$ cat src/rtl/boot_copy_ctrl.sv
// Boot copy controller: holds the CPU in reset while streaming NUM_WORDS words
// from the boot ROM into program RAM at DST_BASE, then releases the CPU.
// Optional read-back check of the copied image is enabled with the
// BOOT_COPY_VERIFY_EN macro; without it VERIFY/ERROR are never entered.
module boot_copy_ctrl #(
  parameter int unsigned NUM_WORDS      = 256,
  parameter int unsigned RAM_ADDR_WIDTH = 8,
  parameter int unsigned DST_BASE       = 0,
  parameter int unsigned IDX_WIDTH      = 9
) (
  input  logic                      clk,
  input  logic                      resetn,
  input  logic                      reboot,
  output logic [31:0]               rom_raddr,
  input  logic [31:0]               rom_rdata,
  output logic                      ram_wen,
  output logic [RAM_ADDR_WIDTH-1:0] ram_waddr,
  output logic [31:0]               ram_wdata,
  output logic                      ram_ren,
  output logic [RAM_ADDR_WIDTH-1:0] ram_raddr,
  input  logic [31:0]               ram_rdata,
  output logic                      cpu_resetn,
  output logic                      busy,
  output logic                      done,
  output logic                      verify_err,
  output logic [RAM_ADDR_WIDTH-1:0] err_addr
);

  typedef enum logic [2:0] {StIdle, StCopy, StVerify, StDone, StError} state_e;

  localparam logic [IDX_WIDTH-1:0]      NumIdx  = IDX_WIDTH'(NUM_WORDS);
  localparam logic [IDX_WIDTH-1:0]      LastIdx = IDX_WIDTH'(NUM_WORDS - 1);
  localparam logic [RAM_ADDR_WIDTH-1:0] Base    = RAM_ADDR_WIDTH'(DST_BASE);

  state_e                    state_q, state_d;
  logic [IDX_WIDTH-1:0]      rd_idx_q, rd_idx_d;
  logic [IDX_WIDTH-1:0]      wr_idx_q, wr_idx_d;
  logic                      wr_vld_q, wr_vld_d;
  logic                      cpu_resetn_q, cpu_resetn_d;
  logic                      done_q, done_d;
  logic                      verify_err_q, verify_err_d;
  logic [RAM_ADDR_WIDTH-1:0] err_addr_q, err_addr_d;
  logic                      more;

  // Issue side still has ROM indices left to present.
  assign more = (rd_idx_q < NumIdx);

  // State register and pipeline registers.
  always_ff @(posedge clk or negedge resetn) begin
    if (!resetn) begin
      state_q      <= StIdle;
      rd_idx_q     <= '0;
      wr_idx_q     <= '0;
      wr_vld_q     <= 1'b0;
      cpu_resetn_q <= 1'b0;
      done_q       <= 1'b0;
      verify_err_q <= 1'b0;
      err_addr_q   <= '0;
    end else begin
      state_q      <= state_d;
      rd_idx_q     <= rd_idx_d;
      wr_idx_q     <= wr_idx_d;
      wr_vld_q     <= wr_vld_d;
      cpu_resetn_q <= cpu_resetn_d;
      done_q       <= done_d;
      verify_err_q <= verify_err_d;
      err_addr_q   <= err_addr_d;
    end
  end

  // Next-state logic: issue/write pipeline shared by COPY and VERIFY.
  always_comb begin
    state_d      = state_q;
    rd_idx_d     = rd_idx_q;
    wr_idx_d     = wr_idx_q;
    wr_vld_d     = 1'b0;
    cpu_resetn_d = cpu_resetn_q;
    done_d       = done_q;
    verify_err_d = verify_err_q;
    err_addr_d   = err_addr_q;

    unique case (state_q)
      StIdle: begin
        state_d      = StCopy;
        rd_idx_d     = '0;
        cpu_resetn_d = 1'b0;
        done_d       = 1'b0;
      end

      StCopy: begin
        if (more) begin
          rd_idx_d = rd_idx_q + 1'b1;
          wr_vld_d = 1'b1;
          wr_idx_d = rd_idx_q;
        end
        // Last write lands on this edge; leave COPY at the same time.
        if (wr_vld_q && (wr_idx_q == LastIdx)) begin
          wr_vld_d = 1'b0;
          rd_idx_d = '0;
`ifdef BOOT_COPY_VERIFY_EN
          state_d  = StVerify;
`else
          state_d      = StDone;
          done_d       = 1'b1;
          cpu_resetn_d = 1'b1;
`endif
        end
      end

`ifdef BOOT_COPY_VERIFY_EN
      StVerify: begin
        if (more) begin
          rd_idx_d = rd_idx_q + 1'b1;
          wr_vld_d = 1'b1;
          wr_idx_d = rd_idx_q;
        end
        if (wr_vld_q) begin
          if (rom_rdata != ram_rdata) begin
            // First mismatch ends the pass.
            state_d      = StError;
            verify_err_d = 1'b1;
            err_addr_d   = Base + RAM_ADDR_WIDTH'(wr_idx_q);
            wr_vld_d     = 1'b0;
            rd_idx_d     = '0;
          end else if (wr_idx_q == LastIdx) begin
            state_d      = StDone;
            done_d       = 1'b1;
            cpu_resetn_d = 1'b1;
            wr_vld_d     = 1'b0;
            rd_idx_d     = '0;
          end
        end
      end
`endif

      StDone, StError: begin
        if (reboot) begin
          state_d      = StCopy;
          rd_idx_d     = '0;
          cpu_resetn_d = 1'b0;
          done_d       = 1'b0;
          verify_err_d = 1'b0;
        end
      end

      default: state_d = StIdle;
    endcase
  end

  assign rom_raddr  = 32'({rd_idx_q, 2'b00});
  assign ram_wen    = (state_q == StCopy) && wr_vld_q;
  assign ram_waddr  = Base + RAM_ADDR_WIDTH'(wr_idx_q);
  assign ram_wdata  = rom_rdata;
  assign cpu_resetn = cpu_resetn_q;
  assign busy       = (state_q == StCopy) || (state_q == StVerify);
  assign done       = done_q;
  assign verify_err = verify_err_q;
  assign err_addr   = err_addr_q;

`ifdef BOOT_COPY_VERIFY_EN
  assign ram_ren   = (state_q == StVerify) && more;
  assign ram_raddr = (state_q == StVerify) ? (Base + RAM_ADDR_WIDTH'(rd_idx_q)) : '0;
`else
  logic unused_rdata;
  assign unused_rdata = ^ram_rdata;
  assign ram_ren      = 1'b0;
  assign ram_raddr    = '0;
`endif

endmodule

$ cat config.mk
export PLATFORM = sky130hd
export DESIGN_NAME = boot_copy_ctrl
export DESIGN_NICKNAME = d
export VERILOG_FILES = /design/src/rtl/boot_copy_ctrl.sv
export SDC_FILE = /design/constraint.sdc
export NUM_CORES = 1
export LEC_CHECK = 0
export CORE_MARGIN = 2
export CORE_UTILIZATION = 28
export CTS_CLUSTER_SIZE = 40
export DETAILED_ROUTE_END_ITERATION = 10
export PLACE_DENSITY = 0.81
export SYNTH_ARGS = -nofsm -noshare
export SYNTH_HDL_FRONTEND = slang
export SYNTH_SLANG_ARGS = --single-unit
$ cat constraint.sdc
create_clock -name clk -period 1.6 [get_ports clk]
set_input_delay 0.16 -clock clk [delete_from_list [all_inputs] [get_ports clk]]
set_output_delay 0.16 -clock clk [all_outputs]
set_load 0.05 [all_outputs]
==> results.tsv <==
metric	value	unit
synth_top_area_share	35.8	%
port-buffer-count	23	
finClkSkew	0.00181	ns
r2r_start	rd_idx_q[1]	
top_layer	met3	
io_pins	161	
synthSimpleGateAreaFrac	12.5	%
die_h	82.3	um
synth_top_cell_by_area	buf_4	
synthTopCellsByCount	buf_4 (82), dfrtp_1 (22), nand2_1 (8)	
wl_per_cell	11.1	um
fin_crit	1.57	ns
clockRootBuffer	clkbuf_8	
met2_wirelength	1390	um
dr_total_vias	1052	
synth_xor_area_share	0	%
fill_cells	629	
wl_met3	297	um
drt_iter0_markers	61	
crit_type	reg2reg	
synth_top_family_by_area	buffers and inverters	
drtAntennaViolNets	0	
hold_slack	0.246	ns
clk_pin_slew_worst_paths	0.08	ns
seq_area_frac_synth	32.0	%
rsz0062_at_grt	true	
cts_buffers	3	
crit_start	rd_idx_q[1]	
cp-start-kind	flop	
hp-class	in2async	
ys_ff_latch	22	
vdd_drop_max	838	uV
cts_tree	done	
grt_pass1_wl	4530	um
dp_hpwl	2260	um
synth_compound_area_share	8.23	%
cp-end-kind	flop	
synthArstFlopShare	100	%
clock_sinks	22	
met1_length	1200	um
p_per_area	1520	nW/um^2
p_total	0.00275	W
synth_mux_area_share	5.46	%
clk_path_buf_depth	2	
fmax	638	MHz
finalSetupViolCount	0	
synth_area	1720	sq um
synth-main-ff-cell	dfrtp_1	
synth_cell_type_count	38	
path_max_fanout	3	
p_leak	0.978	nW
core	5920	sq um
drtPass1Iterations	4	
synthTopCellsByArea	buf_4 (36%), dfrtp_1 (32%), mux2_2 (4.6%)	
synth_edf_count	0	
required	1.79	ns
synth.most_common_cell	buf_4	
max_cap_viol_count	0	
drc_errors	0	
die-area	6780	sq um
place.gp.congestion	0.851	
grt_pass1_vias	955	
hold_buffers	0	
htreeDepth	1	
clk_latency	0.26	ns
maxSlewViolCount	0	
rows	28	
via_per_inst	4.05	
cp_data_arrival_time	1.76	ns
hold_viol	0	
syn2layout_area_growth	5.32	%
totalWireLength	2880	um
start_util	29.0	%
diodes	0	
overflow	0	
nets	258	
antenna_found_initial	0	
yosys_warnings	0	
status	finished, final reports clean	
fin_crit_sh	98.0	%
drive_gt1_share	38.4	%
synthAdderAreaFrac	3.64	%
grt_max_degree	23	
fp.dieW	82.3	um
synth_cells	179	
syn_avg_cell_area	9.60	sq um
grtUsageTotal	8.60	%
what timing repair did:
action / in CTS / in global routing
gates resized for setup: 4 / 10
setup endpoints to repair: 8 / 6
setup buffers: 0 / 2
pin swaps: 0 / 7
cell type report:
class | count | area (sq um) | share of cell area, %
Clock buffer | 4 | 55.1 | 3.04
Multi-Input combinational cell | 108 | 708 | 39.1
Inverter | 4 | 15.0 | 0.830
Sequential cell | 22 | 554 | 30.6
Timing Repair Buffer | 47 | 383 | 21.2
Tap cell | 75 | 93.8 | 5.19
per-layer routing:
layer	up-vias	track usage, %
met5	-	0
met1	517	10.7
li1	488	-
met2	47	13.6
met4	0	2.83
met3	0	3.37
kinds of logic (layout without fill, tap and decap cells):
logic type	after synthesis	in the layout
buffers and inverters	89	55
AND/OR/NAND/NOR	34	34
flip-flops	22	22
AO/OA/AOI/OAI	20	20
multiplexers	8	8
adder cells (fa/ha/maj)	5	5
other	1	41
sequential cells by signal, indices dropped and copies added (netlist names):
register / count
rd_idx_q: 9
wr_idx_q: 9
wr_vld_q: 1
state_q: 2
done: 1
through the flow:
step | std cells | area, sq um | setup slack [ns] | utilization (%) | setup TNS [ns]
2_1_floorplan | 219 | 1870 | -0.0556 | - | -0.0556
3_3_place_gp | 254 | 1700 | -0.0624 | 28.7 | -0.117
3_5_place_dp | 254 | 1700 | -0.0610 | 28.7 | -0.111
4_1_cts | 258 | 1770 | 0.00196 | 29.8 | 0
5_1_grt | 260 | 1810 | -0.0334 | 30.6 | -0.0713
6_report | 260 | 1810 | 0.0316 | 30.6 | 0
layout by cell type, fill, tap and decap left out, types with 2 or more instances in the layout:
cell type,synthesis,final
o22a_1,2,2
and2_1,2,2
mux2_2,7,7
ha_2,0,2
o21ai_0,4,3
clkdlybuf4s50_1,0,2
clkbuf_8,0,4
conb_1,1,41
ha_1,5,2
dfrtp_2,0,3
nand2_1,8,7
inv_1,4,4
buf_12,0,2
nor2_1,4,3
nand2b_1,2,2
a21oi_1,2,2
nand3_1,4,4
o311ai_1,0,2
dfrtp_1,22,19
a31oi_1,3,3
buf_4,82,43
worst max-delay path, cell delays in order, from the launching register on:
cell	delay [ns]
dfrtp_2	0.39
ha_4	0.15
nand4b_1	0.15
or2_1	0.27
or4_1	0.46
o21ai_1	0.08
path summary, 6_finish.rpt:
check	depth (start not counted)	endpoint	slack (ns)
min in group clk	0	ram_wdata[11]	0.32
max reg2reg	5	rd_idx_q[6]	0.03
min	2	state_q[1]	0.25
max	5	rd_idx_q[6]	0.03
min reg2reg	1	wr_idx_q[8]	0.50
max in group asynchronous	2	rd_idx_q[8]	1.11
power by group:
part	switching (W)	internal, W	total, W
Sequential	0.0000791	0.000663	0.000742
Combinational	0.000983	0.000631	0.00161
Clock	0.000177	0.000219	0.000396
Total	0.00124	0.00151	0.00275
Power figures use the tool's default switching activity.
